==> config.mk <==
export PLATFORM = sky130hd
export DESIGN_NAME = div_unit_flat
export DESIGN_NICKNAME = d
export VERILOG_FILES = /design/src/rtl/div_unit_pkg.sv /design/src/rtl/div_unit_if.sv /design/src/rtl/div_unit_step.sv /design/src/rtl/div_unit.sv /design/src/flat_wrapper.sv
export SDC_FILE = /design/constraint.sdc
export NUM_CORES = 1
export LEC_CHECK = 0
export CAP_MARGIN = 30
export CORE_MARGIN = 2
export CORE_UTILIZATION = 30
export DETAILED_ROUTE_END_ITERATION = 16
export SLEW_MARGIN = 20
export SYNTH_ARGS = -nofsm -noshare
export SYNTH_HDL_FRONTEND = slang
export SYNTH_HIERARCHICAL = 1
export SYNTH_SLANG_ARGS = --single-unit
==> constraint.sdc <==
create_clock -name clk -period 15.7 [get_ports clk]
set_input_delay 3.14 -clock clk [delete_from_list [all_inputs] [get_ports clk]]
set_output_delay 3.14 -clock clk [all_outputs]
set_load 0.01 [all_outputs]
==> src/rtl/div_unit_pkg.sv <==
// Shared encodings and constants for the iterative RV32M divider.
package div_unit_pkg;

  localparam int unsigned XLEN_DEF = 32;

  typedef enum logic [1:0] {
    OP_DIV  = 2'b00,
    OP_DIVU = 2'b01,
    OP_REM  = 2'b10,
    OP_REMU = 2'b11
  } op_e;

  typedef enum logic [1:0] {
    IDLE = 2'b00,
    CALC = 2'b01,
    DONE = 2'b10
  } state_e;

  localparam logic [XLEN_DEF-1:0] DIV0_QUOT  = '1;
  localparam logic [XLEN_DEF-1:0] SIGNED_MIN = {1'b1, {(XLEN_DEF-1){1'b0}}};

  // Bit 0 of the op code selects unsigned operation; bit 1 selects remainder.
  function automatic logic op_is_signed(input logic [1:0] op);
    return !op[0];
  endfunction

endpackage

==> src/rtl/div_unit_if.sv <==
// Request/response bundle between the register file, control and the divider.
interface div_unit_if #(
  parameter int unsigned XLEN = div_unit_pkg::XLEN_DEF
);
  logic            start;
  logic [1:0]      op;
  logic [XLEN-1:0] rs1_data;
  logic [XLEN-1:0] rs2_data;
  logic [4:0]      rd_in;
  logic            busy;
  logic            done;
  logic [XLEN-1:0] result;
  logic [4:0]      rd_out;

  modport master (
    output start, op, rs1_data, rs2_data, rd_in,
    input  busy, done, result, rd_out
  );

  modport slave (
    input  start, op, rs1_data, rs2_data, rd_in,
    output busy, done, result, rd_out
  );
endinterface

==> src/rtl/div_unit_step.sv <==
// One restoring-division iteration: shift {rem, quo} left, subtract when it fits.
module div_step #(
  parameter int unsigned XLEN = 32
) (
  input  logic [XLEN-1:0] rem_i,
  input  logic [XLEN-1:0] quo_i,
  input  logic [XLEN-1:0] dvs_i,
  output logic [XLEN-1:0] rem_o,
  output logic [XLEN-1:0] quo_o
);
  logic [XLEN:0] sh;
  logic          ge;

  always_comb begin
    sh    = {rem_i, quo_i[XLEN-1]};
    ge    = (sh >= {1'b0, dvs_i});
    rem_o = ge ? (sh[XLEN-1:0] - dvs_i) : sh[XLEN-1:0];
    quo_o = {quo_i[XLEN-2:0], ge};
  end
endmodule

==> src/rtl/div_unit.sv <==
// Iterative DIV/DIVU/REM/REMU unit: FSM, counter, sign handling and output registers.
module div_unit
  import div_unit_pkg::*;
#(
  parameter int unsigned XLEN         = XLEN_DEF,
  parameter bit          FAST_SPECIAL = 1'b1
) (
  input  logic       clk,
  input  logic       rst,
  div_unit_if.slave  bus
);
  localparam int unsigned     CW   = $clog2(XLEN);
  localparam logic [XLEN-1:0] SMIN = {1'b1, {(XLEN-1){1'b0}}};
  localparam logic [CW-1:0]   LAST = CW'(XLEN - 1);

  state_e          state_q;
  logic [CW-1:0]   cnt_q;
  logic [XLEN-1:0] rem_q, quo_q, dvs_q, result_q;
  logic [4:0]      rd_q, rd_out_q;
  logic            neg_q_q, neg_r_q, sel_rem_q;

  logic [XLEN-1:0] rem_d, quo_d, fix_q_d, fix_r_d;
  logic [XLEN-1:0] abs1, abs2;
  logic            sgn1, sgn2, div0, ovf;

  div_step #(.XLEN(XLEN)) u_step (
    .rem_i (rem_q),
    .quo_i (quo_q),
    .dvs_i (dvs_q),
    .rem_o (rem_d),
    .quo_o (quo_d)
  );

  always_comb begin
    sgn1    = op_is_signed(bus.op) & bus.rs1_data[XLEN-1];
    sgn2    = op_is_signed(bus.op) & bus.rs2_data[XLEN-1];
    abs1    = sgn1 ? -bus.rs1_data : bus.rs1_data;
    abs2    = sgn2 ? -bus.rs2_data : bus.rs2_data;
    div0    = (bus.rs2_data == '0);
    ovf     = op_is_signed(bus.op) && (bus.rs1_data == SMIN) && (bus.rs2_data == '1);
    fix_q_d = neg_q_q ? -quo_d : quo_d;
    fix_r_d = neg_r_q ? -rem_d : rem_d;
  end

  always_ff @(posedge clk) begin
    if (!rst) begin
      state_q   <= IDLE;
      cnt_q     <= '0;
      rem_q     <= '0;
      quo_q     <= '0;
      dvs_q     <= '0;
      result_q  <= '0;
      rd_q      <= '0;
      rd_out_q  <= '0;
      neg_q_q   <= 1'b0;
      neg_r_q   <= 1'b0;
      sel_rem_q <= 1'b0;
    end else begin
      case (state_q)
        CALC: begin
          rem_q <= rem_d;
          quo_q <= quo_d;
          cnt_q <= cnt_q + 1'b1;
          if (cnt_q == LAST) begin
            result_q <= sel_rem_q ? fix_r_d : fix_q_d;
            rd_out_q <= rd_q;
            state_q  <= DONE;
          end
        end
        default: begin
          if (bus.start) begin
            sel_rem_q <= bus.op[1];
            rd_q      <= bus.rd_in;
            quo_q     <= abs1;
            dvs_q     <= abs2;
            rem_q     <= '0;
            cnt_q     <= '0;
            // Divide-by-zero quotient is all ones regardless of signs, so never negate it.
            neg_q_q   <= (sgn1 ^ sgn2) && !div0;
            neg_r_q   <= sgn1;
            if (FAST_SPECIAL && (div0 || ovf)) begin
              result_q <= bus.op[1] ? (div0 ? bus.rs1_data : '0)
                                    : (div0 ? '1 : SMIN);
              rd_out_q <= bus.rd_in;
              state_q  <= DONE;
            end else begin
              state_q  <= CALC;
            end
          end else begin
            state_q <= IDLE;
          end
        end
      endcase
    end
  end

  assign bus.busy   = (state_q == CALC);
  assign bus.done   = (state_q == DONE);
  assign bus.result = result_q;
  assign bus.rd_out = rd_out_q;

endmodule

==> src/flat_wrapper.sv <==
// flat-port wrapper written by rule: the top's interface ports become plain ports
module div_unit_flat import div_unit_pkg::*;
#(
  parameter int unsigned XLEN         = XLEN_DEF,
  parameter bit          FAST_SPECIAL = 1'b1
)
  (clk, rst, bus_start, bus_op, bus_rs1_data, bus_rs2_data, bus_rd_in, bus_busy, bus_done, bus_result, bus_rd_out);
  div_unit_if #(.XLEN(XLEN)) bus_i ();
  input  logic clk;
  input  logic rst;
  input wire logic [$bits(bus_i.start)-1:0] bus_start;
  input wire logic [$bits(bus_i.op)-1:0] bus_op;
  input wire logic [$bits(bus_i.rs1_data)-1:0] bus_rs1_data;
  input wire logic [$bits(bus_i.rs2_data)-1:0] bus_rs2_data;
  input wire logic [$bits(bus_i.rd_in)-1:0] bus_rd_in;
  output wire logic [$bits(bus_i.busy)-1:0] bus_busy;
  output wire logic [$bits(bus_i.done)-1:0] bus_done;
  output wire logic [$bits(bus_i.result)-1:0] bus_result;
  output wire logic [$bits(bus_i.rd_out)-1:0] bus_rd_out;
  assign bus_i.start = bus_start;
  assign bus_i.op = bus_op;
  assign bus_i.rs1_data = bus_rs1_data;
  assign bus_i.rs2_data = bus_rs2_data;
  assign bus_i.rd_in = bus_rd_in;
  assign bus_busy = bus_i.busy;
  assign bus_done = bus_i.done;
  assign bus_result = bus_i.result;
  assign bus_rd_out = bus_i.rd_out;
  div_unit #(.XLEN(XLEN), .FAST_SPECIAL(FAST_SPECIAL)) u_core (.clk(clk), .rst(rst), .bus(bus_i));
endmodule
# == Word-level counts from Yosys, hierarchy flattened ==
# Index checks and enable logic that the tools add are counted.
# classes
n_addsub,6
n_lt_le_gt_ge,1
n_eq_ne,6
mux,27
bitwise_logic,4
n_reduce_logical,11
# op_table
cell,n
two-way mux 32 bit,16
negator 32 bit,4
"== test 32 bit, second input constant",2
greater-or-equal comparator 33 x 32 -> 1 bit,1
zero test 32 bit,1
subtractor 32 bit,1
two-way mux 31 bit,1
two-way mux 5 bit,6
two-way mux 2 bit,4
"adder 5 x 1 -> 5 bit, second input constant",1
"== test 5 bit, second input constant",1
nonzero test 2 bit,2
logical AND 1 bit,3
AND reduction 3 bit,1
bitwise AND 1 bit,2
"== test 2 x 1 -> 1 bit, second input constant",1
"== test 2 bit, second input constant",1
zero test 1 bit,2
"inequality test 2 x 1 -> 1 bit, second input constant",1
AND reduction 2 bit,1
logical OR 1 bit,1
inverter 1 bit,1
bitwise XOR 1 bit,1
# word_totals
register_bits,148
input_bits,74
out_inout_bits,39
wordCells,66

# == Depth between registers and ports, before layout ==
# logic_depth
word_depth,7
ltp_mapped,23
ltp_nobuf,19

# == By module ==
# Netlist, hierarchy kept.
# modules_own_cells
mod,instances,cells_each,area_each_um2,seq_area_each_um2
div_unit,1,1136,8899.8,2962.8
div_step,1,377,2621.3,0.0

# == Worst setup path after synthesis ==
# No wires, ideal clock.
# synth_timing
kind,input to register
from,input bus_rs1_data[6]
to,"register u_core.result_q[24], in the netlist u_core/bus.result[24]"
setup_ps,117
arrival_time_ps,5258
t_required_ps,15583
path_slack_ps,10325
stages,8
path_buffers,1
path_cell_list,or4_4 nor4b_4 nand2_1 o41a_1 o21ai_2 nor2_1 buf_2 a22o_1
# synth_between
elab_chain_cells,6
# synth_rtl
item,line,source
"start, declared",flat_wrapper.sv:13,input wire logic [$bits(bus_i.rs1_data)-1:0] bus_rs1_data;
== test 32 bit,div_unit.sv:40,ovf = op_is_signed(bus.op) && (bus.rs1_data == SMIN) && (bus.rs2_data == '1);
logical AND 1 bit (2 in series),div_unit.sv:40,
logical OR 1 bit,div_unit.sv:81,if (FAST_SPECIAL && (div0 || ovf)) begin
nonzero test 2 bit (no source line),--,
AND reduction 3 bit (no source line),--,
"end signal, assigned",div_unit.sv:65,result_q <= sel_rem_q ? fix_r_d : fix_q_d;
"end signal, assigned",div_unit.sv:82,result_q <= bus.op[1] ? (div0 ? bus.rs1_data : '0)
"end, declared",div_unit.sv:18,"logic [XLEN-1:0] rem_q, quo_q, dvs_q, result_q;"
# Every way passes these cells.
# A chain may end at the register's enable or synchronous reset.

# == Final worst setup path ==
# layout_timing
from,register u_core.dvs_q[8]
to,"register u_core.result_q[30], in the netlist u_core/bus.result[30]"
# layout_between
elab_chain_cells,7
elab_cells_between_ends,10
classes_between,add/sub (3); order compare (1); mux (6)
# layout_rtl
item,line,source
"start, declared",div_unit.sv:18,
"start signal, assigned",div_unit.sv:75,dvs_q <= abs2;
greater-or-equal comparator 33 x 32 -> 1 bit,div_unit_step.sv:16,"ge = (sh >= {1'b0, dvs_i});"
two-way mux 32 bit,div_unit_step.sv:17,rem_o = ge ? (sh[XLEN-1:0] - dvs_i) : sh[XLEN-1:0];
via u_core.rem_d[4],div_unit.sv:22,"logic [XLEN-1:0] rem_d, quo_d, fix_q_d, fix_r_d;"
negator 32 bit,div_unit.sv:42,fix_r_d = neg_r_q ? -rem_d : rem_d;
two-way mux 32 bit,div_unit.sv:42,
two-way mux 32 bit,div_unit.sv:65,
two-way mux 32 bit,div_unit.sv:64,if (cnt_q == LAST) begin
two-way mux 32 bit,div_unit.sv:59,case (state_q)
# The timed path passes the listed nets, and every way through them passes these cells. The select of a mux whose other input is x is not followed.

==> impl_results.md <==
* Ys async rst share at 0
* Root buf cell: clkbuf_16
* Post-synth EDFFs at 0
* Vias post-DR at about 11000
* Sequential share of power at 0.283
* FP Rows at 71
* Core area at 37800 sq um
* Clk_lat worst skew at 440 ps
* CTS clock-pin slew for the worst setup and hold paths at 60 ps
* Fmax achieved at between 150 and 200 MHz
* Dpl hpwl at around 28 mm
* Area delta synth->final at 16.1%
* Nature of the critical path endpoint: flop
* Tcrit/Tclk final at 0.415
* NetSw at 0.596 mW
* Htree depth at 4
* Initial antenna violation count at 1
* # clock sinks at 148
* Worst slew margin at 0.310
* Post-layout net count at ~1600
* CTS Hold Bufs at 0
* Post-CTS Setup Bufs at 0
* N_diodes at 0
* Leakage at 4.78 nW
* Worst setup margin at between 9000 and 10000 ps
* Arrival time at the worst endpoint at 6890 ps
* Final wirelength at roughly 38 mm
* Antenna Nets Post-Route at 0
* Net count after synthesis at 1627
* Initial Utilization at 0.305
* Number of distinct library cells after synthesis at between 80 and 90
* Global route overflow at 0
* Synth warn at 6
* Die width at 200 um
* Syn Inst Count at 1513
* TritonCTS clock tree: done
* DR iter-0 viols at 1044
* Max_cap viols at 0
* Detailed-route DRC error count at 0
* Die ar. at 40000 sq um
* Top_reg_cell synth: dfxtp_1
* Crit Path Max Fanout at 33
* Outcome: finished, final reports clean
* Final weighted congestion in routability-driven placement at 0.919
* Internal power at 0.905 mW
* Slew at the pin closest to its max-slew limit at 1030 ps
* Via/cell ratio at 5.50
* Worst Path Required at about 16000 ps
* Setup WS pre-CTS at just over 9000 ps
* Comb pwr share at 0.428
* Cell Area, Synth at 11500 sq um
* Final setup viols at 0
* PortBufs at 112
* All-Layer GR Usage at 0.190
* WHS at 454 ps
* Worst VDD drop at 93.5 uV
* Sequential-to-total area share from yosys stat at 0.257
* TritonRoute pass-1 iters at 5
* Layout cells sized above 1 at 0.0642
* Hold Fails Final Rpt at 0
* Bufs on Longest Clock Path at 2
* Slew Limit Fails at 0
* Largest net degree at the start of global routing at 94
* WL/cell at 18.4 um
* IO Pins at 113
* Vias in the first global route at 10500
* Pwr Density at 112 nW/um^2
* Hold crit path type: reg -> reg
* TritonCTS Buffers at 17
* Tmin final at 6520 ps
* CP startpoint kind: flop
* Final setup TNS at 0 ps
* Clock share of power at 0.289
* Switching share of power at 0.397
* DIE HEIGHT at 200 um
* Flops & latches, synth at between 100 and 150
* Syn avg cell area at 7.61 sq um
* Post_cts resized at 0
* Critical path type: reg -> reg
* Unrepaired setup endpoints after global routing: no
* First-pass GRT wire length at approximately 59 mm
* Skew final at 14.2 ps
## power by group through the flow
stage          clock network, mW  logic [mW]  registers (mW)
2_1_floorplan                  0       0.492           0.418
3_3_place_gp                   0       0.623           0.433
3_5_place_dp                   0       0.631           0.433
4_1_cts                    0.442       0.634           0.425
5_1_grt                    0.459       0.704           0.428
6_report                   0.434       0.642           0.425
## layer usage
layer  up-vias  wire, um  GRT usage
li1       5539         -          -
met1      5412     17700      0.262
met2       317     17300      0.309
met3        36      2210     0.0289
met4         2       634     0.0486
met5         -        14          0
## critical path: stages (launching register included)
cell and delay, ps:
dfxtp_1 330, inv_1 80, ha_1 380, a21o_1 200, nor3_1 380, a2111oi_4 160, o2111ai_1 310, a31o_2 260
a21o_1 570, and2_4 620, mux2_1 490, or4b_1 690, or4b_1 710, nand4b_1 350, o21ai_0 260, xor2_1 100
a221o_1 400, o2bb2ai_1 140
## per-stage QoR
| step | power (mW) | instance area, sq um | util | cells |
|---|---|---|---|---|
| 2_1_floorplan | 0.910 | 11500 | - | 1513 |
| 3_3_place_gp | 1.06 | 12700 | 0.337 | 2018 |
| 3_5_place_dp | 1.06 | 12800 | 0.338 | 2021 |
| 4_1_cts | 1.50 | 13400 | 0.354 | 2053 |
| 5_1_grt | 1.59 | 13400 | 0.354 | 2054 |
| 6_report | 1.50 | 13400 | 0.354 | 2054 |
## flip-flops by register name (all words and copies together) (netlist names)
register           flops
u_core/bus.result     32
u_core/cnt_q           5
u_core/dvs_q          32
u_core/bus.rd_out      5
u_core/state_q         2
u_core/sel_rem_q       1
u_core/neg_q_q         1
u_core/neg_r_q         1
u_core/quo_q          32
u_core/rem_q          32
u_core/rd_q            5
## synthesized netlist by cell type, drive strengths merged (12+ instances only)
| library cell | number | area share |
|---|---|---|
| o211ai | 24 | 0.016 |
| nor3 | 25 | 0.011 |
| a21o | 14 | 0.0091 |
| xor2 | 62 | 0.047 |
| buf | 56 | 0.033 |
| or3 | 16 | 0.0091 |
| o21ai | 99 | 0.043 |
| nand2 | 130 | 0.043 |
| nand2b | 12 | 0.0065 |
| nor4 | 19 | 0.010 |
| xnor2 | 72 | 0.055 |
| o41ai | 22 | 0.019 |
| o31ai | 30 | 0.020 |
| nor2b | 13 | 0.0071 |
| clkbuf | 76 | 0.025 |
| dfxtp | 148 | 0.26 |
| nand3b | 36 | 0.023 |
| inv | 59 | 0.019 |
| or4 | 17 | 0.012 |
| nor2 | 129 | 0.042 |
| nand3 | 35 | 0.015 |
| a21oi | 147 | 0.064 |
| nand4 | 15 | 0.0081 |
| mux2 | 17 | 0.021 |
| ha | 39 | 0.042 |
| a211oi | 47 | 0.031 |
## path summary, 6_finish.rpt
path / startpoint / to / slack [ps] / cells past startpoint
max: u_core/dvs_q[8] / u_core/bus.result[30] / 9180 / 17
min: u_core/rd_q[2] / u_core/rd_q[2] / 450 / 2
max reg2reg: u_core/dvs_q[8] / u_core/bus.result[30] / 9180 / 17
min reg2reg: u_core/rd_q[2] / u_core/rd_q[2] / 450 / 2
## layout make-up
cell class	count	area, sq um
fillers	3939	24400
multi-input cells	1174	7690
flip-flops and latches	148	2960
repair buffers	130	1260
well taps	511	639
clock buffers	19	443
inverters	59	221
clock inverters	13	169
## cells in the final DEF (no fill, tap or decap), types with 10 or more instances in the layout
| master | n |
|---|---|
| a211oi_1 | 47 |
| a21o_1 | 14 |
| a21oi_1 | 147 |
| a311oi_1 | 10 |
| a31o_2 | 10 |
| a31oi_1 | 10 |
| and3_1 | 11 |
| buf_4 | 16 |
| clkbuf_16 | 17 |
| clkdlybuf4s50_1 | 110 |
| dfxtp_1 | 148 |
| ha_1 | 39 |
| inv_1 | 56 |
| mux2_4 | 14 |
| nand2_1 | 129 |
| nand2b_1 | 11 |
| nand3_1 | 35 |
| nand3b_1 | 36 |
| nand4_1 | 15 |
| nor2_1 | 129 |
| nor2b_1 | 12 |
| nor3_1 | 25 |
| nor4_1 | 19 |
| o211ai_1 | 24 |
| o21a_1 | 10 |
| o21ai_0 | 85 |
| o21ai_1 | 13 |
| o31ai_1 | 29 |
| o41ai_1 | 19 |
| or3_1 | 15 |
| or4_1 | 15 |
| xnor2_1 | 72 |
| xor2_1 | 62 |
## logic make-up after synthesis
group,count (synthesis),synth area share
compound gates,483,0.276
xor+xnor,134,0.102
fa+ha+maj,40,0.0441
buf+inv,191,0.0767
flops,148,0.257
mux,23,0.0264
simple gates,494,0.218
Power figures use the tool's default switching activity.
